## src/rtl/count_enable_gen_if.sv

```systemverilog
// Control/status bundle for count_enable_gen: count sources and select in, count-enable
// pulse and switch status out.
interface count_enable_gen_if #(
  parameter int unsigned CLK_SELECT_BIT_WIDTH = 3
);
  logic                            TMCI0;
  logic                            TMCI1;
  logic [CLK_SELECT_BIT_WIDTH-1:0] clock_select;
  logic [1:0]                      edge_select;
  logic                            enable;
  logic                            count_en;
  logic                            switch_busy;
  logic [2:0]                      active_select;

  modport master (
    output TMCI0, TMCI1, clock_select, edge_select, enable,
    input  count_en, switch_busy, active_select
  );

  modport slave (
    input  TMCI0, TMCI1, clock_select, edge_select, enable,
    output count_en, switch_busy, active_select
  );
endinterface

```

## src/rtl/count_enable_gen.sv

```systemverilog
// Count-enable generator: turns prescaled clk or synchronized TMCI edges into single-cycle
// clk-domain enable pulses, with a two-cycle flush whenever the count source is switched.
module count_enable_gen #(
  parameter int unsigned CLK_SELECT_BIT_WIDTH = 3
) (
  input logic               clk,
  input logic               rst_n,
  count_enable_gen_if.slave ctrl
);

  typedef enum logic [1:0] {StRun, StFlush1, StFlush2} state_e;

  state_e      state_q, state_d;
  logic [2:0]  act_q, act_d;
  logic [12:0] presc_q;
  // Bit 0 tracks TMCI0, bit 1 tracks TMCI1.
  logic [1:0]  sync1_q, sync2_q, hist_q;
  logic        count_en_q, count_en_d;

  logic [2:0]  sel_req;
  logic        switch_req;
  logic        int_tick, ext_tick, raw_tick;
  logic        ext_sync, ext_hist, ext_rise, ext_fall;

  assign sel_req    = ctrl.clock_select;
  assign switch_req = (sel_req != act_q);

  // State register; reset adopts the requested source directly, aborting any switch.
  always_ff @(posedge clk) begin
    if (!rst_n) begin
      state_q <= StRun;
      act_q   <= sel_req;
    end else begin
      state_q <= state_d;
      act_q   <= act_d;
    end
  end

  // Next state: any select change (re)starts the flush from FLUSH1.
  always_comb begin
    state_d = state_q;
    act_d   = act_q;
    if (switch_req) begin
      state_d = StFlush1;
      act_d   = sel_req;
    end else begin
      unique case (state_q)
        StFlush1: state_d = StFlush2;
        StFlush2: state_d = StRun;
        default:  state_d = StRun;
      endcase
    end
  end

  // History always follows the synchronized value, so after a flush it has caught up and
  // no stale edge from the newly selected TMCI can be seen.
  always_ff @(posedge clk) begin
    if (!rst_n) begin
      presc_q    <= '0;
      sync1_q    <= '0;
      sync2_q    <= '0;
      hist_q     <= '0;
      count_en_q <= 1'b0;
    end else begin
      presc_q    <= presc_q + 13'd1;
      sync1_q    <= {ctrl.TMCI1, ctrl.TMCI0};
      sync2_q    <= sync1_q;
      hist_q     <= sync2_q;
      count_en_q <= count_en_d;
    end
  end

  always_comb begin
    int_tick = 1'b0;
    unique case (act_q)
      3'd0:    int_tick = presc_q[0];
      3'd1:    int_tick = &presc_q[2:0];
      3'd2:    int_tick = &presc_q[4:0];
      3'd3:    int_tick = &presc_q[5:0];
      3'd4:    int_tick = &presc_q[9:0];
      3'd5:    int_tick = &presc_q[12:0];
      default: int_tick = 1'b0;
    endcase
  end

  assign ext_sync = act_q[0] ? sync2_q[1] : sync2_q[0];
  assign ext_hist = act_q[0] ? hist_q[1]  : hist_q[0];
  assign ext_rise = ext_sync & ~ext_hist;
  assign ext_fall = ~ext_sync & ext_hist;

  always_comb begin
    ext_tick = ext_rise;
    if (ctrl.edge_select[1]) begin
      ext_tick = ext_rise | ext_fall;
    end else if (ctrl.edge_select[0]) begin
      ext_tick = ext_fall;
    end
  end

  assign raw_tick = (act_q[2] & act_q[1]) ? ext_tick : int_tick;

  // A pending switch also blocks the pulse: that tick belongs to the source being left.
  assign count_en_d = raw_tick & ctrl.enable & (state_q == StRun) & ~switch_req;

  always_comb begin
    ctrl.count_en      = count_en_q;
    ctrl.switch_busy   = (state_q != StRun);
    ctrl.active_select = act_q;
  end

endmodule

```

## src/flat_wrapper.sv

```systemverilog
// flat-port wrapper written by rule: the top's interface ports become plain ports
module count_enable_gen_flat 
#(
  parameter int unsigned CLK_SELECT_BIT_WIDTH = 3
)
  (clk, rst_n, ctrl_TMCI0, ctrl_TMCI1, ctrl_clock_select, ctrl_edge_select, ctrl_enable, ctrl_count_en, ctrl_switch_busy, ctrl_active_select);
  count_enable_gen_if #(.CLK_SELECT_BIT_WIDTH(CLK_SELECT_BIT_WIDTH)) ctrl_i ();
  input logic clk;
  input logic rst_n;
  input wire logic [$bits(ctrl_i.TMCI0)-1:0] ctrl_TMCI0;
  input wire logic [$bits(ctrl_i.TMCI1)-1:0] ctrl_TMCI1;
  input wire logic [$bits(ctrl_i.clock_select)-1:0] ctrl_clock_select;
  input wire logic [$bits(ctrl_i.edge_select)-1:0] ctrl_edge_select;
  input wire logic [$bits(ctrl_i.enable)-1:0] ctrl_enable;
  output wire logic [$bits(ctrl_i.count_en)-1:0] ctrl_count_en;
  output wire logic [$bits(ctrl_i.switch_busy)-1:0] ctrl_switch_busy;
  output wire logic [$bits(ctrl_i.active_select)-1:0] ctrl_active_select;
  assign ctrl_i.TMCI0 = ctrl_TMCI0;
  assign ctrl_i.TMCI1 = ctrl_TMCI1;
  assign ctrl_i.clock_select = ctrl_clock_select;
  assign ctrl_i.edge_select = ctrl_edge_select;
  assign ctrl_i.enable = ctrl_enable;
  assign ctrl_count_en = ctrl_i.count_en;
  assign ctrl_switch_busy = ctrl_i.switch_busy;
  assign ctrl_active_select = ctrl_i.active_select;
  count_enable_gen #(.CLK_SELECT_BIT_WIDTH(CLK_SELECT_BIT_WIDTH)) u_core (.clk(clk), .rst_n(rst_n), .ctrl(ctrl_i));
endmodule
```

## config.mk

```make
export PLATFORM = sky130hd
export DESIGN_NAME = count_enable_gen_flat
export DESIGN_NICKNAME = d
export VERILOG_FILES = /design/src/rtl/count_enable_gen_if.sv /design/src/rtl/count_enable_gen.sv /design/src/flat_wrapper.sv
export SDC_FILE = /design/constraint.sdc
export NUM_CORES = 1
export LEC_CHECK = 0
export CAP_MARGIN = 0
export CORE_MARGIN = 5
export CORE_UTILIZATION = 52
export DETAILED_ROUTE_END_ITERATION = 8
export GPL_TIMING_DRIVEN = 0
export PLACE_DENSITY = 0.76
export SETUP_SLACK_MARGIN = 0.15
export SLEW_MARGIN = 30
export SYNTH_ARGS = -nofsm -noshare
export SYNTH_HDL_FRONTEND = slang
export SYNTH_SLANG_ARGS = --single-unit
```

## constraint.sdc

```tcl
create_clock -name clk -period 2.4 [get_ports clk]
set_clock_uncertainty 0.15 [all_clocks]
set_input_delay 0.48 -clock clk [delete_from_list [all_inputs] [get_ports clk]]
set_output_delay 0.48 -clock clk [all_outputs]
set_load 0.05 [all_outputs]
```

==> flow_metrics.env, run 1 <==
export IMPL_diodes=0
export IMPL_grt_max_degree=16
export IMPL_post_route_min_period_ps=2130
export IMPL_vias_per_cell=5.08
export IMPL_cts_tree="built"
export IMPL_worst_slew_pin_slew_ps=497
export IMPL_path_max_fanout=2
export IMPL_area_growth_pct=19.3
export IMPL_critical_path_buf_inv_count=1
export IMPL_route_detailed_drc=0
export IMPL_fin_total_pwr_uw=723
export IMPL_rows=16
export IMPL_p_per_area_mw_per_mm2=564
export IMPL_grt_pass1_vias=729
export IMPL_drive_gt1_share_pct=8.20
export IMPL_worstHoldPathType="flip-flop to flip-flop"
export IMPL_p_int_uw=541
export IMPL_comb_power_share_pct=12.3
export IMPL_gp_congestion=0.774
export IMPL_worstSetupPathType="flip-flop to output pin"
export IMPL_swShare_pct=25.1
export IMPL_crit_cells=1
export IMPL_start_util_pct=54.8
export IMPL_die_x_um=55.5
export IMPL_grt_first_pass_wirelength_um=2960
export IMPL_synth_async_reset_ratio_pct=0
export IMPL_slew_headroom_pct=66.8
export IMPL_multiInputGateArea_um2=514
export IMPL_synth_cell_types=30
export IMPL_synth_nets=119
export IMPL_synth_ff_type="dfxtp_1"
export IMPL_dp_slack_ps=334
export IMPL_yosysWarnings=0
export IMPL_worstSetupEndpointType="output pin"
export IMPL_clockBufferDepth=2
export IMPL_setup_tns_ps=0
export IMPL_cts_root_buf="clkbuf_4"
export IMPL_post_cts_buffers=0
export IMPL_rr_endpoint="u_core.ctrl.count_en"
export IMPL_htreeDepth=1
export IMPL_final_cell_area_mm2=0.00128
export IMPL_r2r_start="u_core.ctrl.active_select[0]"
export IMPL_synth_edf_count=3
export IMPL_drtAntennaViolNets=0
export IMPL_core_mm2=0.00196
export IMPL_power_switching_uw=182
export IMPL_path_clk_slew_ps=130
export IMPL_drtIter0Drc=7
export IMPL_dieArea_mm2=0.00308
export IMPL_start_kind="flip-flop"
export IMPL_seq_power_share_pct=62.3
export IMPL_setup_ws_ps=265
export IMPL_drv_slew=0
export IMPL_grt_use_total_pct=12.0
export IMPL_cts_buffers=3
export IMPL_wl_um=1730
export IMPL_cts_resized=2
export IMPL_synth_yosys_seq_area_share_pct=49.4
export IMPL_timing_critical_path_to="ctrl_active_select[0]"
export IMPL_yosys_register_bits=25
export IMPL_dp_hpwl_um=1320
export IMPL_crit_chain="clkdlybuf4s50_1"
export IMPL_post_dp_cell_area_mm2=0.00125
export IMPL_via_count=757
export IMPL_fillers=186
export IMPL_port_buffers=14
export IMPL_ioPinCount=15
export IMPL_cp_slowest_stage_delay_ps=810
export IMPL_antenna_found_initial=0
export IMPL_final_nets=138
export IMPL_leakagePower_uw=0.000519
export IMPL_cp_top_family="buffers and inverters"
export IMPL_setup_viol=0
export IMPL_syn_inst=104
export IMPL_peakVddDrop_uv=462
export IMPL_cap_violations=0
export IMPL_period_share_pct=88.9
export IMPL_critPathLaunch="u_core.ctrl.active_select[0]"
export IMPL_cp_arrival_ps=1500
export IMPL_synth_avg_cell_area_um2=10.3
export IMPL_critPathSlowestCell="clkdlybuf4s50_1"
export IMPL_clock_latency_ps=300
export IMPL_reg2reg_depth=8
export IMPL_worstPathRequired_ps=1770
export IMPL_status="complete, no violations"
export IMPL_gr_total_overflow=0
export IMPL_r2r_setup_slack_ps=400
export IMPL_rsz0062_at_grt="false"
export IMPL_wl_per_cell_um=11.6
export IMPL_firstDrtPassIters=4
export IMPL_die_h_um=55.5
export IMPL_p_clk_share_pct=25.4
export IMPL_syn_cell_area_mm2=0.00107
export IMPL_clock_sinks=25
export IMPL_seqCellArea_um2=531
export IMPL_fmax_mhz=468
export IMPL_finalHoldViolCount=0
export IMPL_hold_buffers=0
## synth_stat cells (all sizes together) (2+ instances only)
cell / count / share of area (%)
ha: 5 / 5.8
edfxtp: 3 / 8.4
and4: 3 / 2.9
a2111oi: 2 / 2.2
xnor2: 3 / 2.4
clkbuf: 2 / 0.70
inv: 5 / 1.7
and2: 10 / 5.8
nand4: 6 / 3.5
nand2: 5 / 1.7
mux2i: 3 / 2.8
xor2: 8 / 6.5
nor2: 10 / 3.5
dfxtp: 22 / 41
nor2b: 2 / 1.2
nand3: 4 / 3.5
o21ai: 2 / 0.93
## placed cells by master, fill, tap and decap left out, types with 2 or more instances in the layout
cell              n
nand3_1           2
nor2b_1           2
and4_4            2
nor2_1           10
inv_1             5
clkbuf_4          3
nand4_1           6
clkbuf_1          2
edfxtp_1          3
xnor2_1           3
o21ai_0           2
dlygate4sd2_1     2
and2_1           10
dfxtp_1          22
ha_1              5
nand2_1           5
clkdlybuf4s50_1  11
mux2i_1           3
xor2_1            8
## registers in the layout (all words and copies together) (netlist names)
register / flops
u_core.presc_q: 13
u_core.ctrl.active_select: 3
u_core.hist_q: 2
u_core.state_q: 2
u_core.sync1_q: 2
u_core.sync2_q: 2
u_core.ctrl.count_en: 1
## per-stage QoR
step / std cells / util (%) / hold slack [ps]
after CTS: 149 / 65.2 / 294
after floorplan: 104 / - / 247
final: 149 / 65.4 / 293
after global routing: 149 / 65.4 / 311
after global placement: 145 / 63.8 / 256
after detailed placement: 145 / 63.8 / 272
## worst min-delay path by stage
stage / slack (ps) / startpoint / depth (start not counted) / end
after floorplan: 250 / u_core.state_q[1] / 1 / u_core.state_q[1]
after global placement: 260 / u_core.state_q[1] / 1 / u_core.state_q[1]
after detailed placement: 270 / u_core.sync1_q[1] / 1 / u_core.sync2_q[1]
after CTS: 290 / u_core.state_q[1] / 1 / u_core.state_q[1]
after global routing: 310 / u_core.state_q[1] / 1 / u_core.state_q[1]
final: 290 / u_core.state_q[1] / 1 / u_core.state_q[1]
## area by class of cell
| cell class | count | share of cell area (%) |
|---|---|---|
| inverters | 5 | 1.46 |
| clock buffers | 3 | 1.76 |
| flip-flops and latches | 25 | 41.4 |
| multi-input cells | 71 | 40.1 |
| repair buffers | 14 | 10.9 |
| plain buffers | 3 | 1.17 |
| well taps | 27 | 2.63 |
| clock inverters | 1 | 0.585 |
## per-layer routing
layer	GRT usage, %	up-vias	wire length [um]
met2	21.8	6	868
met4	4.17	0	13
met3	2.10	2	40
li1	-	398	-
met1	13.9	351	812
met5	0	-	0
## cells by family (layout without fill, tap and decap cells)
group	Yosys count	count (layout)	share of synthesized area, %
buf+inv	8	26	2.91
xor+xnor	11	11	8.96
compound gates	8	8	5.70
simple gates	44	44	24.4
fa+ha+maj	5	5	5.82
mux	3	3	2.79
flops	25	25	49.4
## power groups by stage
stage                     combinational [uW]  sequential (uW)  clock, uW
after floorplan                         42.2              471          0
after global placement                  90.0              459          0
after detailed placement                91.3              460          0
after CTS                               89.9              451        194
after global routing                    96.8              452        217
final                                   89.3              450        184
Power figures use the tool's default switching activity.
==> inputs of run 2 (changes only) <==
Settings changed: CTS_CLUSTER_DIAMETER from default to 50.
==> results of run 2 <==
Same layout as run 1: the final DEF is identical, and so are final timing and power.
